### src/rtl/pipe_stage_hs_if.sv
// Valid/ready handshake bundle for pipe_stage_hs.
// master drives the upstream beat and downstream ready; slave is the stage.
interface pipe_stage_hs_if #(
  parameter int PAYLOAD_W = 32
);
  logic                 in_valid;
  logic [PAYLOAD_W-1:0] in_data;
  logic                 out_up_ready;
  logic                 out_valid;
  logic [PAYLOAD_W-1:0] out_data;
  logic                 in_dn_ready;

  modport master (
    output in_valid, in_data, in_dn_ready,
    input  out_up_ready, out_valid, out_data
  );

  modport slave (
    input  in_valid, in_data, in_dn_ready,
    output out_up_ready, out_valid, out_data
  );
endinterface

### src/rtl/pipe_stage_hs.sv
// Parametrised inter-stage pipeline register with valid/ready handshake,
// optional skid entry, stall hold, flush bubble and starvation counter.
module pipe_stage_hs #(
  parameter int PAYLOAD_W      = 32,
  parameter int SKID           = 1,
  parameter int CLEAR_ON_FLUSH = 1,
  parameter int CNT_W          = 16
) (
  input  logic             in_clk,
  input  logic             in_rst_n,
  pipe_stage_hs_if.slave   bus,
  input  logic             in_stall,
  input  logic             in_flush,
  input  logic             in_cnt_clr,
  output logic [CNT_W-1:0] out_bubble_cnt
);

  logic                 main_valid_q, main_valid_d;
  logic [PAYLOAD_W-1:0] main_data_q, main_data_d;
  logic [CNT_W-1:0]     cnt_q, cnt_d;
  logic                 up_ready;
  logic                 out_valid;
  logic                 accept;
  logic                 drain;

  assign out_valid = main_valid_q & ~in_stall;
  assign accept    = bus.in_valid & up_ready;
  assign drain     = out_valid & bus.in_dn_ready;

  assign bus.out_valid    = out_valid;
  assign bus.out_data     = main_data_q;
  assign bus.out_up_ready = up_ready;
  assign out_bubble_cnt   = cnt_q;

  generate
    if (SKID != 0) begin : g_skid
      logic                 skid_valid_q, skid_valid_d;
      logic [PAYLOAD_W-1:0] skid_data_q, skid_data_d;

      // Ready depends only on flops, stall and reset: no path from dn_ready.
      assign up_ready = in_rst_n & ~skid_valid_q & ~in_stall;

      always_comb begin
        main_valid_d = main_valid_q;
        main_data_d  = main_data_q;
        skid_valid_d = skid_valid_q;
        skid_data_d  = skid_data_q;
        if (in_flush) begin
          main_valid_d = 1'b0;
          skid_valid_d = 1'b0;
          if (CLEAR_ON_FLUSH != 0) begin
            main_data_d = '0;
            skid_data_d = '0;
          end
        end else if (drain) begin
          if (skid_valid_q) begin
            main_data_d  = skid_data_q;
            skid_valid_d = 1'b0;
          end else begin
            main_valid_d = accept;
            if (accept) main_data_d = bus.in_data;
          end
        end else if (accept) begin
          if (main_valid_q) begin
            skid_valid_d = 1'b1;
            skid_data_d  = bus.in_data;
          end else begin
            main_valid_d = 1'b1;
            main_data_d  = bus.in_data;
          end
        end
      end

      always_ff @(posedge in_clk or negedge in_rst_n) begin
        if (!in_rst_n) begin
          skid_valid_q <= 1'b0;
          skid_data_q  <= '0;
        end else begin
          skid_valid_q <= skid_valid_d;
          skid_data_q  <= skid_data_d;
        end
      end
    end else begin : g_noskid
      assign up_ready = in_rst_n & (~main_valid_q | bus.in_dn_ready)
                        & ~in_stall;

      always_comb begin
        main_valid_d = main_valid_q;
        main_data_d  = main_data_q;
        if (in_flush) begin
          main_valid_d = 1'b0;
          if (CLEAR_ON_FLUSH != 0) main_data_d = '0;
        end else if (drain) begin
          main_valid_d = accept;
          if (accept) main_data_d = bus.in_data;
        end else if (accept) begin
          main_valid_d = 1'b1;
          main_data_d  = bus.in_data;
        end
      end
    end
  endgenerate

  always_comb begin
    cnt_d = cnt_q;
    if (in_cnt_clr) begin
      cnt_d = '0;
    end else if (bus.in_dn_ready & ~out_valid & ~in_stall & ~(&cnt_q)) begin
      cnt_d = cnt_q + CNT_W'(1);
    end
  end

  always_ff @(posedge in_clk or negedge in_rst_n) begin
    if (!in_rst_n) begin
      main_valid_q <= 1'b0;
      main_data_q  <= '0;
      cnt_q        <= '0;
    end else begin
      main_valid_q <= main_valid_d;
      main_data_q  <= main_data_d;
      cnt_q        <= cnt_d;
    end
  end

endmodule
### src/flat_wrapper.sv
// flat-port wrapper written by rule: the top's interface ports become plain ports
module pipe_stage_hs_flat 
#(
  parameter int PAYLOAD_W      = 32,
  parameter int SKID           = 1,
  parameter int CLEAR_ON_FLUSH = 1,
  parameter int CNT_W          = 16
)
  (in_clk, in_rst_n, in_stall, in_flush, in_cnt_clr, out_bubble_cnt, bus_in_valid, bus_in_data, bus_in_dn_ready, bus_out_up_ready, bus_out_valid, bus_out_data);
  pipe_stage_hs_if #(.PAYLOAD_W(PAYLOAD_W)) bus_i ();
  input  logic in_clk;
  input  logic in_rst_n;
  input  logic in_stall;
  input  logic in_flush;
  input  logic in_cnt_clr;
  output logic [CNT_W-1:0] out_bubble_cnt;
  input wire logic [$bits(bus_i.in_valid)-1:0] bus_in_valid;
  input wire logic [$bits(bus_i.in_data)-1:0] bus_in_data;
  input wire logic [$bits(bus_i.in_dn_ready)-1:0] bus_in_dn_ready;
  output wire logic [$bits(bus_i.out_up_ready)-1:0] bus_out_up_ready;
  output wire logic [$bits(bus_i.out_valid)-1:0] bus_out_valid;
  output wire logic [$bits(bus_i.out_data)-1:0] bus_out_data;
  assign bus_i.in_valid = bus_in_valid;
  assign bus_i.in_data = bus_in_data;
  assign bus_i.in_dn_ready = bus_in_dn_ready;
  assign bus_out_up_ready = bus_i.out_up_ready;
  assign bus_out_valid = bus_i.out_valid;
  assign bus_out_data = bus_i.out_data;
  pipe_stage_hs #(.PAYLOAD_W(PAYLOAD_W), .SKID(SKID), .CLEAR_ON_FLUSH(CLEAR_ON_FLUSH), .CNT_W(CNT_W)) u_core (.in_clk(in_clk), .in_rst_n(in_rst_n), .bus(bus_i), .in_stall(in_stall), .in_flush(in_flush), .in_cnt_clr(in_cnt_clr), .out_bubble_cnt(out_bubble_cnt));
endmodule
### config.mk
export PLATFORM = sky130hd
export DESIGN_NAME = pipe_stage_hs_flat
export DESIGN_NICKNAME = d
export VERILOG_FILES = /design/src/rtl/pipe_stage_hs_if.sv /design/src/rtl/pipe_stage_hs.sv /design/src/flat_wrapper.sv
export SDC_FILE = /design/constraint.sdc
export NUM_CORES = 1
export LEC_CHECK = 0
export CAP_MARGIN = 10
export CORE_UTILIZATION = 52
export DETAILED_ROUTE_END_ITERATION = 7
export GPL_TIMING_DRIVEN = 1
export PLACE_DENSITY = 0.88
export SLEW_MARGIN = 25
export SYNTH_ARGS = -nofsm -noshare
export SYNTH_HDL_FRONTEND = slang
export SYNTH_SLANG_ARGS = --single-unit
### constraint.sdc
create_clock -name in_clk -period 4.01 [get_ports in_clk]
set_input_delay 0.6015 -clock in_clk [delete_from_list [all_inputs] [get_ports in_clk]]
set_output_delay 0.6015 -clock in_clk [all_outputs]
set_load 0.05 [all_outputs]
==> results of run 1 <==
## kinds of logic after synthesis
group | synth area share
flops | 0.536
mux | 0.0893
buf+inv | 0.0294
fa+ha+maj | 0.00327
simple gates | 0.189
compound gates | 0.153
## cell usage in the layout (no fill, tap or decap), types with 2 or more instances in the layout
master           count
nand2b_1             2
o21ai_0              4
o31ai_1             38
inv_1                2
nor4_1               3
and4_1               2
clkbuf_1             2
nor3_1               8
nand4_1              3
buf_4                6
a21oi_1             46
nor2b_1              2
dfrtp_1             82
nor2_1               8
clkdlybuf4s50_1     86
mux2i_1             33
nand3_1              7
or3_1                3
or4_1                8
clkbuf_8            10
a211oi_1             2
nand2_1            103
## per-layer routing
metal  global-route usage  vias to the layer above  part of all wire
met5                    0                        -                 0
met4               0.0999                        0             0.016
met3               0.0320                        8             0.041
met2                0.416                       97              0.51
met1                0.295                     1564              0.43
li1                     -                     1583                 -
## stage by stage
| stage | instance area (um^2) | worst slack (ns) | instances | hold WS [ns] | util |
|---|---|---|---|---|---|
| floorplan | 3830 | 1.79 | 397 | 0.306 | - |
| global placement | 4790 | 1.13 | 561 | 0.461 | 0.690 |
| detailed placement | 4790 | 1.07 | 561 | 0.465 | 0.690 |
| CTS | 4980 | 1.22 | 577 | 0.483 | 0.718 |
| global route | 4990 | 1.13 | 577 | 0.478 | 0.718 |
| finish | 4990 | 1.23 | 577 | 0.369 | 0.718 |
## cell type report
| class | count | area [um^2] | area share |
|---|---|---|---|
| Clock buffer | 12 | 145 | 0.0291 |
| Clock inverter | 4 | 51.3 | 0.0103 |
| Inverter | 2 | 7.51 | 0.00150 |
| Multi-Input combinational cell | 287 | 1690 | 0.339 |
| Sequential cell | 82 | 2050 | 0.411 |
| Tap cell | 96 | 120 | 0.0241 |
| Timing Repair Buffer | 94 | 922 | 0.185 |
## path summary, 6_finish.rpt
path,startpoint,endpoint,slack [ns],depth (start not counted)
max,in_stall,bus_out_up_ready,1.23,4
min,in_rst_n,u_core.out_bubble_cnt[4],0.37,2
max reg2reg,u_core.main_valid_q,u_core.out_bubble_cnt[11],1.75,4
min reg2reg,u_core.bus.out_data[24],u_core.bus.out_data[24],0.48,2
max in group asynchronous,in_rst_n,u_core.bus.out_data[11],3.09,2
min in group in_clk,u_core.bus.out_data[24],u_core.bus.out_data[24],0.48,2
## sequential cells by signal (all words and copies together), names as in the netlist
| register | flops |
|---|---|
| u_core.out_bubble_cnt | 16 |
| u_core.bus.out_data | 32 |
| u_core.g_skid.skid_data_q | 32 |
| u_core.main_valid_q | 1 |
| u_core.g_skid.skid_valid_q | 1 |
## power groups by stage
stage                     Sequential (mW)  Combinational (mW)  Clock (mW)
after global placement              0.893               0.314           0
after detailed placement            0.894               0.320           0
after CTS                           0.878               0.321       0.604
after global routing                0.881               0.339       0.635
after floorplan                      1.00              0.0725           0
final                               0.877               0.319       0.591
## worst register-to-register path: cells and delay by family, from the launching register on
kind | cells | cell delay, ns
AND/OR/NAND/NOR | 3 | 1.54
AO/OA/AOI/OAI | 1 | 0.17
flip-flops | 1 | 0.48
## synth_stat cells (2+ instances only)
cell type,n
nor3b_1,2
nand3_1,8
mux2i_1,33
and4_1,2
a211oi_1,2
inv_1,2
nor2b_1,2
nor2_1,8
a21oi_1,46
o31ai_1,38
buf_1,3
clkbuf_1,22
dfrtp_1,82
or4_1,8
nor4_1,3
nor3_1,8
or3_1,3
nand2_1,103
nand4_1,3
nand2b_1,2
o21ai_0,4
==> metrics.md, run 1 <==
| Metric | Value |
|---|---|
| Fraction of registers with async set or reset after synthesis | 1.00 |
| Vias in the first global route | 3039 |
| Ordered cell list for the critical path | clkdlybuf4s50_1, nor2_1, and2_1, clkdlybuf4s50_1 |
| Final setup viols | 0 |
| P_leak | 2.17 nW |
| Die ar. | 7710 um^2 |
| Buffers on Ports | 88 |
| Drt pass-1 iters | 4 |
| P_sw | 509 uW |
| CTS hold repair buffers | 0 |
| WL final | 8710 um |
| GRT Residual Overflow | 0 |
| Routed Antenna Nets | 0 |
| Status | complete, no violations |
| Nets@finish | 516 |
| Most used cell along the critical path | clkdlybuf4s50_1 |
| Clock latency at the later pin of the worst-skew pair | 0.34 ns |
| Worst path top cell family by delay | buffers and inverters |
| Clk buf depth | 2 |
| Tot Pwr | 1.79 mW |
| Post-synth cell types | 34 |
| Post-cts resize count | 0 |
| Cells after synthesis | 397 |
| Synth Flop Type | dfrtp_1 |
| Flop pwr share | 0.491 |
| Register area share after synthesis | 0.536 |
| FF+latch count, synth | 82 |
| P&R area growth vs syn | 30.4% |
| Slew Limit Headroom | 0.319 |
| Period minus WS final | 2.78 ns |
| Initial core utilization | 0.551 |
| Core Rows | 30 |
| Worst Path Required | 3.41 ns |
| Total setup buffers inserted after CTS | 0 |
| Crit-path max FO | 6 |
| Chip height | 87.8 um |
| Clock share of power | 0.331 |
| Setup crit end kind | output port |
| Routability congestion estimate | 0.909 |
| Die X-Extent | 87.8 um |
| Tot GR Track Use | 0.237 |
| Worst-path clk slew | 0.08 ns |
| Final hold violations | 0 |
| Layout cells sized above 1 | 0.0603 |
| Hold Crit Class | input port to asynchronous set/reset pin |
| Arrival @ worst endpoint | 2.18 ns |
| Yosys warns | 0 |
| Final worst clock skew | 0.00850 ns |
| Share of the synthesized area in the top cell type | 0.536 |
| CTS tree | done |
| CP Buf/Inv Count | 2 |
| CP max-delay cell | clkdlybuf4s50_1 |
| Via count | 3252 |
| Cell area after synthesis | 3830 um^2 |
| Post-Syn Nets | 437 |
| Filler Cell Count | 503 |
| Max-cap check violation count | 0 |
| Peak VDD IR | 0.212 mV |
| F_max | 360 MHz |
| Crit-path max cell delay | 0.79 ns |
| Power per standard cell area | 358 nW/um^2 |
| Root buffer cell | clkbuf_8 |
| Initial antenna violation count | 0 |
| Drt drc | 0 |
| 1st-iter DRT viols | 197 |
| First-pass GRT wire length | 14100 um |
| Tcrit/Tclk final | 0.694 |
| Worst-margin pin slew | 1.01 ns |
| WL/cell | 15.1 um |
| Clock sinks | 82 |
| Worst setup SP type | input port |
| Comb power frac | 0.178 |
| Number of vias per cell | 5.64 |
| Largest net degree at the start of global routing | 83 |
| Core Region | 6940 um^2 |
| Leading area contributor after synthesis | dfrtp_1 |
| HPWL after DPL | 5790 um |
| Antenna cells | 0 |
| TNS Setup | 0 ns |
| Top post-synthesis cells by area | dfrtp_1, nand2_1, mux2i_1 |
| CP Class | input port to output port |
| EDFF count, synth | 0 |
| I/O Pins | 89 |
| Avg Cell Area, Syn | 9.64 um^2 |
| Slew Viols, Final | 0 |
| TritonCTS Buffers | 9 |
| Htree depth | 3 |
| RSZ-0062 raised after global routing | no |
| Sw Ratio | 0.285 |
| Pint | 1.28 mW |
No activity file was read; power rests on OpenSTA's default activity.
==> inputs of run 2 (changes only) <==
--- a/config.mk
+++ b/config.mk
@@ -6,10 +6,10 @@
 export NUM_CORES = 1
 export LEC_CHECK = 0
 export CAP_MARGIN = 10
-export CORE_UTILIZATION = 52
+export CORE_UTILIZATION = 45
 export DETAILED_ROUTE_END_ITERATION = 7
 export GPL_TIMING_DRIVEN = 1
-export PLACE_DENSITY = 0.88
+export PLACE_DENSITY = 0.81
 export SLEW_MARGIN = 25
 export SYNTH_ARGS = -nofsm -noshare
 export SYNTH_HDL_FRONTEND = slang
==> constraint.sdc (replaced) <==
create_clock -name in_clk -period 2.4 [get_ports in_clk]
set_input_delay 0.36 -clock in_clk [delete_from_list [all_inputs] [get_ports in_clk]]
set_output_delay 0.36 -clock in_clk [all_outputs]
set_load 0.05 [all_outputs]
==> metrics.md, run 2 (synthesized netlist as in run 1, its figures left out) <==
| Metric | Value |
|---|---|
| Chip height | 94.2 um (was 87.8 um) |
| Post-cts resize count | 0 (unchanged) |
| Clock sinks | 82 (unchanged) |
| Filler Cell Count | 688 (was 503) |
| Total setup buffers inserted after CTS | 0 (unchanged) |
| Power per standard cell area | 612 nW/um^2 (was 358 nW/um^2) |
| Flop pwr share | 0.467 (was 0.491) |
| Tot Pwr | 3.14 mW (was 1.79 mW) |
| 1st-iter DRT viols | 167 (was 197) |
| CTS tree | done (unchanged) |
| Storage cell area | 2050 um^2 (unchanged) |
| Nets@finish | 526 (was 516) |
| Hold Crit Class | input port to asynchronous set/reset pin (unchanged) |
| Buffers on Ports | 88 (unchanged) |
| Fin area | 5120 um^2 (was 4990 um^2) |
| Post-Place Cells | 580 (was 561) |
| Worst setup SP type | input port (unchanged) |
| Final hold violations | 0 (unchanged) |
| Htree depth | 3 (unchanged) |
| Commonest cells after routing, fill and taps aside | nand2_1, clkdlybuf4s50_1, dfrtp_1 (unchanged) |
| HPWL after DPL | 6000 um (was 5790 um) |
| WL final | 8990 um (was 8710 um) |
| Final worst clock skew | 0.0107 ns (was 0.00850 ns) |
| Arrival @ worst endpoint | 2.46 ns (was 2.18 ns) |
| Drt pass-1 iters | 6 (was 4) |
| I/O Pins | 89 (unchanged) |
| Post-DP Area | 4890 um^2 (was 4790 um^2) |
| Ordered cell list for the critical path | clkdlybuf4s50_1, or3b_4, or4_4, buf_4, or3_1, a21oi_1 (was clkdlybuf4s50_1, nor2_1, and2_1, clkdlybuf4s50_1) |
| Period minus WS final | 2.18 ns |
| P_leak | 2.25 nW (was 2.17 nW) |
| Drt drc | 0 (unchanged) |
| Commonest non-fill, non-tap cell in the layout | nand2_1 (unchanged) |
| Core Region | 8220 um^2 (was 6940 um^2) |
| Worst path depth | 6 (was 4) |
| Vias in the first global route | 3114 (was 3039) |
| Slew Viols, Final | 0 (unchanged) |
| Worst-margin pin slew | 0.747 ns (was 1.01 ns) |
| Setup crit end kind | register (was output port) |
| RSZ-0062 raised after global routing | no (unchanged) |
| Tcrit/Tclk final | 0.909 |
| Clock latency at the later pin of the worst-skew pair | 0.34 ns (about the same) |
| Peak VDD IR | 0.345 mV (was 0.212 mV) |
| Crit-path max FO | 6 (unchanged) |
| First-pass GRT wire length | 14600 um (was 14100 um) |
| Status | complete, no violations (unchanged) |
| GRT Residual Overflow | 0 (unchanged) |
| CP Class | input port to register (was input port to output port) |
| CP Buf/Inv Count | 2 (unchanged) |
| Slew Limit Headroom | 0.502 (was 0.319) |
| Hold WS | 0.167 ns (was 0.369 ns) |
| Tot GR Track Use | 0.212 (was 0.237) |
| TritonCTS Buffers | 9 (unchanged) |
| R2R Setup Slk | 0.30 ns (was 1.75 ns) |
| Crit-path max cell delay | 0.54 ns (was 0.79 ns) |
| Die X-Extent | 94.2 um (was 87.8 um) |
| Clock share of power | 0.358 (was 0.331) |
| P_sw | 902 uW (was 509 uW) |
| Routability congestion estimate | 0.808 (was 0.909) |
| Worst path top cell family by delay | simple AND/OR/NAND/NOR gates (was buffers and inverters) |
| WL/cell | 15.1 um (about the same) |
| F_max | 458 MHz |
| Final setup viols | 0 (unchanged) |
| Worst-path clk slew | 0.09 ns (was 0.08 ns) |
| Footprint of the multi-input gates | 1690 um^2 (unchanged) |
| Cell Count, Final, Fillers Out | 596 (was 577) |
| Initial core utilization | 0.466 (was 0.551) |
| Initial antenna violation count | 0 (unchanged) |
| Sw Ratio | 0.288 (was 0.285) |
| P&R area growth vs syn | 33.9% (was 30.4%) |
| Antenna cells | 0 (unchanged) |
| Largest net degree at the start of global routing | 83 (unchanged) |
| Die ar. | 8880 um^2 (was 7710 um^2) |
| Reg2reg path depth | 5 (was 4) |
| Layout cells sized above 1 | 0.0876 (was 0.0603) |
| Routed Antenna Nets | 0 (unchanged) |
| Pint | 2.23 mW (was 1.28 mW) |
| Max-cap check violation count | 0 (unchanged) |
| CP max-delay cell | or4_4 (was clkdlybuf4s50_1) |
| Clk buf depth | 2 (unchanged) |
| Number of vias per cell | 5.55 (was 5.64) |
| CTS hold repair buffers | 0 (unchanged) |
| Root buffer cell | clkbuf_8 (unchanged) |
| Via count | 3310 (was 3252) |
| Worst Path Required | 2.67 ns (was 3.41 ns) |
| Core Rows | 33 (was 30) |
| Comb power frac | 0.175 (was 0.178) |
[run 2: changes by cell type in the layout (fill, tap and decap cells not counted)]
cell	delta
inv_6	+1
clkdlybuf4s50_1	-2
buf_12	+2
clkbuf_1	-2
buf_4	+10
inv_8	+1
bufinv_16	+1
clkbuf_8	-1
[run 2: final cells by class]
cell class,count,area share
Clock buffer,9,0.0242
Timing Repair Buffer,104,0.199
Tap cell,105,0.0256
Clock inverter,7,0.0198
Multi-Input combinational cell,287,0.330
Sequential cell,82,0.400
Inverter,2,0.00147
[run 2: routing by layer]
layer / global-route usage / routed length, um
met3: 0.0299 / 359
met5: 0 / 0
met4: 0.100 / 157
met2: 0.335 / 4490
met1: 0.286 / 3990
[run 2: power groups by stage]
stage	Sequential, mW	Clock (mW)	Combinational, mW
5_1_grt	1.47	1.22	0.583
6_report	1.46	1.12	0.548
2_1_floorplan	1.67	0	0.121
4_1_cts	1.47	1.15	0.554
3_3_place_gp	1.49	0	0.544
3_5_place_dp	1.49	0	0.552
[run 2: final timing paths]
kind,start,to
setup / recovery,bus_in_dn_ready,u_core.out_bubble_cnt[9]
hold / removal,in_rst_n,u_core.out_bubble_cnt[2]
setup reg to reg,u_core.main_valid_q,u_core.out_bubble_cnt[9]
hold reg to reg,u_core.bus.out_data[31],u_core.bus.out_data[31]
max in group asynchronous,in_rst_n,u_core.bus.out_data[3]
min in group in_clk,in_flush,u_core.g_skid.skid_data_q[25]
[run 2: worst register-to-register path: stages (launching register included)]
cell     delay, ns
dfrtp_1       0.39
or3b_4        0.44
or4_4         0.54
buf_4         0.16
or3_1         0.35
a21oi_1       0.15
[run 2: metrics by stage]
stage	setup TNS [ns]	util	setup WS (ns)
after floorplan	0	-	0.175
after global placement	-0.213	0.596	-0.0870
after detailed placement	-0.394	0.596	-0.152
after CTS	0	0.623	0.237
after global routing	0	0.624	0.165
final	0	0.624	0.218
==> inputs of run 3 (changes only) <==
--- a/config.mk
+++ b/config.mk
@@ -7,9 +7,11 @@
 export LEC_CHECK = 0
 export CAP_MARGIN = 10
 export CORE_UTILIZATION = 45
+export CTS_CLUSTER_DIAMETER = 200
 export DETAILED_ROUTE_END_ITERATION = 7
 export GPL_TIMING_DRIVEN = 1
 export PLACE_DENSITY = 0.81
+export SKIP_CTS_REPAIR_TIMING = 1
 export SLEW_MARGIN = 25
 export SYNTH_ARGS = -nofsm -noshare
 export SYNTH_HDL_FRONTEND = slang
==> results of run 3 <==
Final layout, timing and power as in run 2 (identical DEF).
